[src/rtl/coremesh_cluster_sram_arb_if.sv]
// Core-side request/response and SRAM-side bus of the coremesh cluster SRAM arbiter.
// Optional core_rsp_err exists only when COREMESH_CLUSTER_SRAM_ERR_EN is defined.
interface coremesh_cluster_sram_arb_if #(
  parameter int N_CORES   = 4,
  parameter int ADR_WIDTH = 20,
  parameter int DAT_WIDTH = 32
);
  localparam int BE_WIDTH = DAT_WIDTH / 8;

  logic [N_CORES-1:0]           core_req;
  logic [N_CORES-1:0]           core_gnt;
  logic [N_CORES*ADR_WIDTH-1:0] core_addr;
  logic [N_CORES-1:0]           core_we;
  logic [N_CORES*BE_WIDTH-1:0]  core_byte_en;
  logic [N_CORES*DAT_WIDTH-1:0] core_wdata;
  logic [N_CORES-1:0]           core_rsp_valid;
  logic [DAT_WIDTH-1:0]         core_rdata;
`ifdef COREMESH_CLUSTER_SRAM_ERR_EN
  logic                         core_rsp_err;
`endif

  logic [ADR_WIDTH-1:0]         sram_addr;
  logic                         sram_write_en;
  logic [BE_WIDTH-1:0]          sram_byte_en;
  logic [DAT_WIDTH-1:0]         sram_write_data;
  logic [DAT_WIDTH-1:0]         sram_read_data;

  // Arbiter view
  modport slave (
    input  core_req, core_addr, core_we, core_byte_en, core_wdata, sram_read_data,
    output core_gnt, core_rsp_valid, core_rdata,
           sram_addr, sram_write_en, sram_byte_en, sram_write_data
`ifdef COREMESH_CLUSTER_SRAM_ERR_EN
    , output core_rsp_err
`endif
  );

  // Cores plus SRAM view
  modport master (
    output core_req, core_addr, core_we, core_byte_en, core_wdata, sram_read_data,
    input  core_gnt, core_rsp_valid, core_rdata,
           sram_addr, sram_write_en, sram_byte_en, sram_write_data
`ifdef COREMESH_CLUSTER_SRAM_ERR_EN
    , input core_rsp_err
`endif
  );
endinterface

[src/rtl/coremesh_cluster_sram_arb.sv]
// Round-robin arbiter of N_CORES request ports onto one byte-enabled synchronous SRAM port.
// COREMESH_CLUSTER_SRAM_ERR_EN adds out-of-range detection (addr >= MEM_WORDS) with core_rsp_err.
module coremesh_cluster_sram_arb #(
  parameter int              N_CORES   = 4,
  parameter int              ADR_WIDTH = 20,
  parameter int              DAT_WIDTH = 32,
  parameter longint unsigned MEM_WORDS = 64'd1 << ADR_WIDTH
) (
  input  logic                      clock,
  input  logic                      reset,
  coremesh_cluster_sram_arb_if.slave bus
);
  localparam int BE_WIDTH = DAT_WIDTH / 8;
  localparam int PTR_W    = (N_CORES > 1) ? $clog2(N_CORES) : 1;

  logic [PTR_W-1:0]     rr_ptr;
  logic [PTR_W-1:0]     next_ptr;
  logic [PTR_W-1:0]     gnt_idx;
  logic [PTR_W-1:0]     rsp_idx_q;
  logic [N_CORES-1:0]   gnt;
  logic                 gnt_any;
  logic                 addr_ok;
  logic                 issue;
  logic [ADR_WIDTH-1:0] sel_addr;
  logic                 sel_we;
  logic [BE_WIDTH-1:0]  sel_be;
  logic [DAT_WIDTH-1:0] sel_wdata;
  logic                 rsp_valid_q;
  logic                 rsp_we_q;
  logic                 rsp_err_q;
  int                   cand;

  // Scan cores starting at rr_ptr with wrap; first requester wins. No grants during reset.
  always_comb begin
    gnt     = '0;
    gnt_idx = '0;
    gnt_any = 1'b0;
    cand    = 0;
    if (!reset) begin
      for (int k = 0; k < N_CORES; k++) begin
        cand = int'(rr_ptr) + k;
        if (cand >= N_CORES) cand = cand - N_CORES;
        for (int i = 0; i < N_CORES; i++) begin
          if (!gnt_any && (cand == i) && bus.core_req[i]) begin
            gnt_any = 1'b1;
            gnt[i]  = 1'b1;
            gnt_idx = PTR_W'(i);
          end
        end
      end
    end
  end

  assign bus.core_gnt = gnt;

  always_comb begin
    sel_addr  = '0;
    sel_we    = 1'b0;
    sel_be    = '0;
    sel_wdata = '0;
    for (int i = 0; i < N_CORES; i++) begin
      if (gnt[i]) begin
        sel_addr  = bus.core_addr[i*ADR_WIDTH +: ADR_WIDTH];
        sel_we    = bus.core_we[i];
        sel_be    = bus.core_byte_en[i*BE_WIDTH +: BE_WIDTH];
        sel_wdata = bus.core_wdata[i*DAT_WIDTH +: DAT_WIDTH];
      end
    end
  end

`ifdef COREMESH_CLUSTER_SRAM_ERR_EN
  assign addr_ok = 64'(sel_addr) < MEM_WORDS;
`else
  assign addr_ok = 1'b1;
`endif

  // Out-of-range requests are still granted but leave the SRAM port idle.
  assign issue = gnt_any & addr_ok;

  always_comb begin
    bus.sram_addr       = '0;
    bus.sram_write_en   = 1'b0;
    bus.sram_byte_en    = '0;
    bus.sram_write_data = '0;
    if (issue) begin
      bus.sram_addr       = sel_addr;
      bus.sram_write_en   = sel_we;
      bus.sram_byte_en    = sel_we ? sel_be : '1;
      bus.sram_write_data = sel_wdata;
    end
  end

  assign next_ptr = (gnt_idx == PTR_W'(N_CORES - 1)) ? '0 : gnt_idx + 1'b1;

  always_ff @(posedge clock or posedge reset) begin
    if (reset) begin
      rr_ptr      <= '0;
      rsp_valid_q <= 1'b0;
      rsp_idx_q   <= '0;
      rsp_we_q    <= 1'b0;
      rsp_err_q   <= 1'b0;
    end else begin
      rsp_valid_q <= gnt_any;
      if (gnt_any) begin
        rr_ptr    <= next_ptr;
        rsp_idx_q <= gnt_idx;
        rsp_we_q  <= sel_we;
        rsp_err_q <= ~addr_ok;
      end
    end
  end

  always_comb begin
    bus.core_rsp_valid = '0;
    for (int i = 0; i < N_CORES; i++) begin
      bus.core_rsp_valid[i] = rsp_valid_q && (rsp_idx_q == PTR_W'(i));
    end
  end

  // Writes and errored accesses return zero data.
  assign bus.core_rdata = (rsp_valid_q && !rsp_we_q && !rsp_err_q) ? bus.sram_read_data : '0;

`ifdef COREMESH_CLUSTER_SRAM_ERR_EN
  assign bus.core_rsp_err = rsp_valid_q & rsp_err_q;
`endif
endmodule

[src/flat_wrapper.sv]
// flat-port wrapper written by rule: the top's interface ports become plain ports
module coremesh_cluster_sram_arb_flat 
#(
  parameter int              N_CORES   = 4,
  parameter int              ADR_WIDTH = 20,
  parameter int              DAT_WIDTH = 32,
  parameter longint unsigned MEM_WORDS = 64'd1 << ADR_WIDTH
)
  (clock, reset, bus_core_req, bus_core_addr, bus_core_we, bus_core_byte_en, bus_core_wdata, bus_sram_read_data, bus_core_gnt, bus_core_rsp_valid, bus_core_rdata, bus_sram_addr, bus_sram_write_en, bus_sram_byte_en, bus_sram_write_data);
  coremesh_cluster_sram_arb_if #(.N_CORES(N_CORES), .ADR_WIDTH(ADR_WIDTH), .DAT_WIDTH(DAT_WIDTH)) bus_i ();
  input  logic clock;
  input  logic reset;
  input wire logic [$bits(bus_i.core_req)-1:0] bus_core_req;
  input wire logic [$bits(bus_i.core_addr)-1:0] bus_core_addr;
  input wire logic [$bits(bus_i.core_we)-1:0] bus_core_we;
  input wire logic [$bits(bus_i.core_byte_en)-1:0] bus_core_byte_en;
  input wire logic [$bits(bus_i.core_wdata)-1:0] bus_core_wdata;
  input wire logic [$bits(bus_i.sram_read_data)-1:0] bus_sram_read_data;
  output wire logic [$bits(bus_i.core_gnt)-1:0] bus_core_gnt;
  output wire logic [$bits(bus_i.core_rsp_valid)-1:0] bus_core_rsp_valid;
  output wire logic [$bits(bus_i.core_rdata)-1:0] bus_core_rdata;
  output wire logic [$bits(bus_i.sram_addr)-1:0] bus_sram_addr;
  output wire logic [$bits(bus_i.sram_write_en)-1:0] bus_sram_write_en;
  output wire logic [$bits(bus_i.sram_byte_en)-1:0] bus_sram_byte_en;
  output wire logic [$bits(bus_i.sram_write_data)-1:0] bus_sram_write_data;
  assign bus_i.core_req = bus_core_req;
  assign bus_i.core_addr = bus_core_addr;
  assign bus_i.core_we = bus_core_we;
  assign bus_i.core_byte_en = bus_core_byte_en;
  assign bus_i.core_wdata = bus_core_wdata;
  assign bus_i.sram_read_data = bus_sram_read_data;
  assign bus_core_gnt = bus_i.core_gnt;
  assign bus_core_rsp_valid = bus_i.core_rsp_valid;
  assign bus_core_rdata = bus_i.core_rdata;
  assign bus_sram_addr = bus_i.sram_addr;
  assign bus_sram_write_en = bus_i.sram_write_en;
  assign bus_sram_byte_en = bus_i.sram_byte_en;
  assign bus_sram_write_data = bus_i.sram_write_data;
  coremesh_cluster_sram_arb #(.N_CORES(N_CORES), .ADR_WIDTH(ADR_WIDTH), .DAT_WIDTH(DAT_WIDTH), .MEM_WORDS(MEM_WORDS)) u_core (.clock(clock), .reset(reset), .bus(bus_i));
endmodule
[config.mk]
export PLATFORM = sky130hd
export DESIGN_NAME = coremesh_cluster_sram_arb_flat
export DESIGN_NICKNAME = d
export VERILOG_FILES = /design/src/rtl/coremesh_cluster_sram_arb_if.sv /design/src/rtl/coremesh_cluster_sram_arb.sv /design/src/flat_wrapper.sv
export SDC_FILE = /design/constraint.sdc
export NUM_CORES = 1
export LEC_CHECK = 0
export CORE_AREA = 2 2 142 144
export DETAILED_ROUTE_END_ITERATION = 8
export DIE_AREA = 0 0 144 146
export GPL_TIMING_DRIVEN = 0
export SLEW_MARGIN = 25
export SYNTH_ARGS = -nofsm -noshare
export SYNTH_HDL_FRONTEND = slang
export SYNTH_SLANG_ARGS = --single-unit
[constraint.sdc]
create_clock -name clock -period 2 [get_ports clock]
set_clock_uncertainty 0.1 [all_clocks]
set_input_delay 0.3 -clock clock [delete_from_list [all_inputs] [get_ports clock]]
set_output_delay 0.3 -clock clock [all_outputs]
set_load 0.05 [all_outputs]
* Word-level counts from Yosys, hierarchy flattened
Index checks and enable logic that the tools add are counted.
** Cells by class
- $add $sub $neg :: 8
- $mul :: 0
- Divide/modulo/power cells :: 0
- $lt $le $gt $ge :: 4
- Eq/ne operators :: 16
- Shift operators :: 0
- Muxes and demuxes :: 95
- Bitwise operators :: 0
- Reductions and logical operators :: 57
** Operator list (number)
- 32-bit 2-to-1 mux :: 14
- 32-bit by 3-bit equality test with 1-bit output (second input constant) :: 8
- 32-bit by 2-bit equality test with 1-bit output (second input constant) :: 4
- 32-bit logical NOT :: 4
- 20-bit 2-to-1 mux :: 5
- 32-bit by 4-bit greater-or-equal comparator with 1-bit output (second input constant) :: 3
- 32-bit by 4-bit subtractor with 32-bit output (second input constant) :: 3
- 1-bit 2-to-1 mux :: 53
- 1-bit logical AND :: 36
- 2-bit 2-to-1 mux :: 16
- 4-bit 2-to-1 mux :: 7
- 1-bit logical NOT :: 16
- 2-bit by 2-bit adder with 3-bit output (second input constant) :: 2
- 2-bit equality test (second input constant) :: 3
- 2-bit by 3-bit subtractor with 4-bit output (second input constant) :: 1
- 2-bit by 1-bit adder with 3-bit output (second input constant) :: 1
- 2-bit by 3-bit greater-or-equal comparator with 1-bit output (second input constant) :: 1
- 2-bit by 1-bit adder with 2-bit output (second input constant) :: 1
- 2-bit by 1-bit equality test with 1-bit output (second input constant) :: 1
- 2-bit logical NOT :: 1
** Word-level totals
- Register bits :: 6
- Bits in latches :: 0
- Memory bits (writable) :: 0
- ROM bits :: 0
- Bits of input ports :: 266
- Output and inout port bits :: 97
- Memories kept :: 0

* Logic depth before layout (Yosys ltp)
- Depth after elaboration :: 88
- Depth in mapped cells :: 9
- Depth with buffers taken out :: 7

* Least setup slack after synthesis
OpenSTA, ideal clock, no wires.
- Path kind :: input -> output
- Start :: in reset
- End :: out bus_sram_byte_en[0]
- Data arrival time :: 2252 ps
- Path slack :: -652 ps
- Stages :: 8
- Path buffers :: 3
- Path through :: buf_2 > inv_1 > nand2_1 > inv_1 > clkbuf_1 > clkbuf_1 > o31ai_1 > o22ai_1
** Between the ends
- Elaborated cells on any way between the ends :: 12
- Those cells by class :: 12 x mux
** RTL lines
- from (decl) :: line flat_wrapper.sv:12 : input logic reset;
- 1-bit 2-to-1 mux :: line coremesh_cluster_sram_arb.sv:39 : if (!reset) begin
- net u_core.gnt_any :: line coremesh_cluster_sram_arb.sv:21 : logic gnt_any;
- 4-bit 2-to-1 mux :: line coremesh_cluster_sram_arb.sv:85 : if (issue) begin
- to (decl) :: line flat_wrapper.sv:24 : output wire logic [$bits(bus_i.sram_byte_en)-1:0] bus_sram_byte_en;
The timed path passes the listed nets, and every way through them passes these cells.

* Final worst setup path
- Start :: reg u_core.rr_ptr[0]
- End :: out bus_sram_byte_en[2]
** Between the ends
- Word-level cells in the longest chain between the ends :: 85
- Elaborated cells on any way between the ends :: 139
- Those cells by class :: 7 x add/sub; 4 x order compare; 12 x eq/ne; 66 x mux; 50 x reduce/logical
** Ends and longest elaborated chain
- from (decl) :: line coremesh_cluster_sram_arb.sv:16 : logic [PTR_W-1:0] rr_ptr;
- from (signal assigned) :: line coremesh_cluster_sram_arb.sv:105 : rr_ptr <= next_ptr;
- 2-bit by 3-bit subtractor with 4-bit output or 2-bit by 3-bit greater-or-equal comparator with 1-bit output (tied branches) :: line coremesh_cluster_sram_arb.sv:42 : if (cand >= N_CORES) cand = cand - N_CORES;
- 32-bit 2-to-1 mux :: line coremesh_cluster_sram_arb.sv:42
- 32-bit 2-to-1 mux :: line coremesh_cluster_sram_arb.sv:39
- 32-bit logical NOT :: line coremesh_cluster_sram_arb.sv:44 : if (!gnt_any && (cand == i) && bus.core_req[i]) begin
- 1-bit logical AND :: line coremesh_cluster_sram_arb.sv:44
- 1-bit 2-to-1 mux :: line coremesh_cluster_sram_arb.sv:44
- 1-bit 2-to-1 mux :: line coremesh_cluster_sram_arb.sv:39
- 1-bit logical NOT :: line coremesh_cluster_sram_arb.sv:44
- (+68 left out)
- 1-bit 2-to-1 mux :: line coremesh_cluster_sram_arb.sv:39
- 1-bit logical NOT :: line coremesh_cluster_sram_arb.sv:44
- 1-bit logical AND (2 in a row) :: line coremesh_cluster_sram_arb.sv:44
- 1-bit 2-to-1 mux :: line coremesh_cluster_sram_arb.sv:44
- 4-bit 2-to-1 mux :: line coremesh_cluster_sram_arb.sv:39
- 4-bit 2-to-1 mux or 1-bit 2-to-1 mux (tied branches) :: line coremesh_cluster_sram_arb.sv:62 : if (gnt[i]) begin
- 4-bit 2-to-1 mux :: line coremesh_cluster_sram_arb.sv:88 : bus.sram_byte_en = sel_we ? sel_be : '1;
- 4-bit 2-to-1 mux * :: line coremesh_cluster_sram_arb.sv:85
Mark *: on every way between the ends. The rest lies on a longest branch, timed or not. The select of a mux whose other input is x is not followed.

==> results.md <==
- Capturing element type of the critical path: output pin
- Largest driver fanout on the critical path: 6
- Most common cell in the netlist: sky130_fd_sc_hd__nand2_1
- Drt via density: between 4 and 5
- Detailed Routing Iterations Pass 1: 4
- Post-DP Area: between 7000 and 8000 sq um
- Core outline area: approximately 19000 sq um
- EDFF count, synth: 0
- Final period demand of the worst path: 2.63 ns
- Largest buffer count on any clock path: 2
- Global-route total usage across every layer: between 15 and 20%
- Number of global-route vias before repair: roughly 5000
- Slack of the worst reg-to-reg path: -0.03 ns
- Initial antenna violation count: 2
- Fraction of final layout cells with drive strength greater than 1: about two fifths
- Clock slew at reported path FFs: ~0.030 ns
- Violations in the final reports: setup timing
- Final Max Slew Viols: 0
- Final Routed Wirelength: around 20 mm
- Proportion of register bits with asynchronous set or reset after synthesis: 100%
- Highest achievable clock rate: around 0.38 GHz
- Skew-Pair Late Insertion Delay: approximately 0.23 ns
- Final core utilization: between 40% and 50%
- Synthesized netlist net count: 630
- Share of the synthesized area in the top cell type: about a quarter
- Top flip-flop cell by instance count after synthesis: sky130_fd_sc_hd__dfrtp_1
- Synthesized area per cell: between 7 and 8 sq um
- FF+latch count, synth: 6
- Final GP Congestion: 0.867
- CTS Root Cell: sky130_fd_sc_hd__clkbuf_16
- Initial core utilization: approximately 14%
- Hold violation total from the final report: 0
- Top cells by count, synth: sky130_fd_sc_hd__nand2_1 (64), sky130_fd_sc_hd__o21ai_0 (53), sky130_fd_sc_hd__a21oi_2 (49), sky130_fd_sc_hd__a221oi_2 (49), sky130_fd_sc_hd__and2_1 (33)
- Count of maximum capacitance violations: 0
- Clock tree from TritonCTS: done
- P_leak: between 3 and 4 nW
- Die Span X: 144 microns
- DRC violation count after routing: 0
- Remaining global-route overflow: 0
- Number of cells traversed by the worst register-to-register path: 7
- Critical Setup Path Class: register to output pin
- Slew at the pin closest to its max-slew limit: around 0.54 ns
- Chip height: ~150 microns
- Largest voltage drop on the vdd net: around 0.0004 V
- Worst slack on hold paths: approximately 0.055 ns
- Pin count of the biggest net entering global routing: 11
- Most area-consuming cells after synthesis: sky130_fd_sc_hd__a221oi_2 (27%), sky130_fd_sc_hd__a21oi_2 (16%), sky130_fd_sc_hd__o21ai_0 (9.6%), sky130_fd_sc_hd__nand2_1 (8.7%), sky130_fd_sc_hd__and2_1 (7.5%)
- PwrDens: between 500 and 600 nW/um^2
- Final count of negative-setup-slack endpoints: 63
- Post-synth cell types: 39
- Area growth from synthesis to layout: 218%
- Class of the most critical hold timing path: primary input to asynchronous set/reset pin
- R2R Path End: u_core.rsp_we_q
- Slack of the critical path: -0.628 ns
- Post-DP HPWL: roughly 15 mm
- Worst reg2reg startpoint: u_core.rr_ptr[0]
- Final Instance Area: roughly 8700 sq um
- Data required time at the worst endpoint: between 1.5 and 2 ns
- Maximum level of the CTS H-tree: 1
- Mapped Cells: around 360
- DIE AREA: 21000 sq um
- Number of buffers added by the clock tree synthesis step: 3
- Unrepaired setup endpoints after global routing: true
- Final worst-path cycle share: 131%
- Count of vias placed by the detailed router: 4572
- Critical Path AT: around 2.2 ns
- Dominant cell type by area after synthesis: sky130_fd_sc_hd__a221oi_2
- # clock sinks: 6
- 1st-iter DRT viols: approximately 190
- Run status: complete, but fails checks
- Slew headroom: 63.9%
- Drt wl/cell: about 19 microns
- Count of input and output buffers: between 300 and 400
- Hold-fix buffers at CTS: 0
- Wire length of the first global-routing pass: between 20 and 30 mm
- Count of yosys warnings during synthesis: 0
- Share of the yosys chip area belonging to registers: under 10%
- Cell area after synthesis: ~2800 sq um
- Number of I/O pins: ~360
- Row Count: ~50
- Setup crit start kind: register
- Net total in the final layout: 1034
- Residual antenna-violating net count after detailed routing: 0
-- cell type report --
cell class              instances  area, sq um
diodes                          1         2.50
plain buffers                  39          469
clock buffers                   3         75.1
fillers                      1831        10600
inverters                       8         32.5
multi-input cells             309         3560
flip-flops and latches          6          151
well taps                     265          332
repair buffers                400         4120
-- worst max-delay path: stages (launching register included) --
cell and delay [ns]:
sky130_fd_sc_hd__dfrtp_2 0.44, sky130_fd_sc_hd__nand2b_4 0.16, sky130_fd_sc_hd__a221oi_4 0.32, sky130_fd_sc_hd__buf_6 0.16, sky130_fd_sc_hd__nor3b_2 0.04, sky130_fd_sc_hd__a2111o_2 0.39
sky130_fd_sc_hd__buf_12 0.16, sky130_fd_sc_hd__o22ai_4 0.15, sky130_fd_sc_hd__buf_8 0.17
-- layer usage --
metal / GRT usage (%) / up-vias / part of all wire (%)
met4: 2.79 / 2 / 1.2
met2: 33.7 / 245 / 53
li1: - / 2190 / -
met3: 3.46 / 20 / 8.3
met5: 0 / - / 0.066
met1: 19.5 / 2115 / 38
-- cell families (layout without fill, tap and decap cells) --
group / Yosys count / count (layout) / synth area share, %
flip-flops: 6 / 6 / 5.46
AO/OA/AOI/OAI: 185 / 185 / 62.0
other: 0 / 1 / 0
AND/OR/NAND/NOR: 123 / 123 / 22.9
buffers and inverters: 48 / 450 / 9.19
adder cells (fa/ha/maj): 1 / 1 / 0.455
-- worst max path at each step --
stage                startpoint  cells after the start                 endpoint  slack (ns)
2_1_floorplan  u_core.rr_ptr[0]                      5      bus_sram_byte_en[0]       -0.32
3_3_place_gp    bus_core_req[0]                     11  bus_sram_write_data[20]       -2.22
3_5_place_dp    bus_core_req[0]                     11  bus_sram_write_data[21]       -2.20
4_1_cts        u_core.rr_ptr[0]                      8      bus_sram_byte_en[3]       -0.63
5_1_grt        u_core.rr_ptr[0]                      8      bus_sram_byte_en[1]       -0.69
6_report       u_core.rr_ptr[0]                      8      bus_sram_byte_en[2]       -0.63
-- placed cells by master, fill, tap and decap left out, types with 8 or more instances in the layout --
master and count:
sky130_fd_sc_hd__a221oi_4 53, sky130_fd_sc_hd__o21ai_0 50, sky130_fd_sc_hd__buf_8 13, sky130_fd_sc_hd__clkdlybuf4s50_1 260
sky130_fd_sc_hd__nand2_1 64, sky130_fd_sc_hd__buf_12 15, sky130_fd_sc_hd__clkbuf_2 8, sky130_fd_sc_hd__buf_4 19
sky130_fd_sc_hd__a21oi_4 53, sky130_fd_sc_hd__buf_2 31, sky130_fd_sc_hd__buf_6 69, sky130_fd_sc_hd__clkbuf_16 8
sky130_fd_sc_hd__and2_1 32
-- stage by stage --
stage | total power [W] | setup TNS, ns | std cells | setup WS (ns)
floorplan | 0.00245 | -13.91 | 363 | -0.323
global placement | 0.00379 | -135.60 | 989 | -2.22
detailed placement | 0.00379 | -134.14 | 989 | -2.20
CTS | 0.00491 | -33.31 | 1015 | -0.630
global route | 0.00538 | -36.50 | 1031 | -0.688
finish | 0.00514 | -32.15 | 1031 | -0.628
-- state kept, by name, summed over array words and instances, names as in the netlist --
name,count
u_core.rsp_valid_q,1
u_core.rsp_idx_q,2
u_core.rsp_we_q,1
u_core.rr_ptr,2
-- report_power, final --
group / leakage [nW] / switching (W) / internal [W]
combinational: 3.00 / 0.00245 / 0.00219
clock: 0.0370 / 0.0000669 / 0.000257
sequential: 0.0731 / 0.0000301 / 0.000148
total: 3.11 / 0.00254 / 0.00259
-- what timing repair did --
item                                    in CTS  in global routing
gates cloned                                 2                  4
buffers inserted                            22                 13
pin swaps                                   17                 56
gates resized for setup                    703                106
endpoints found under the setup margin     102                 90
Power figures use the tool's default switching activity.
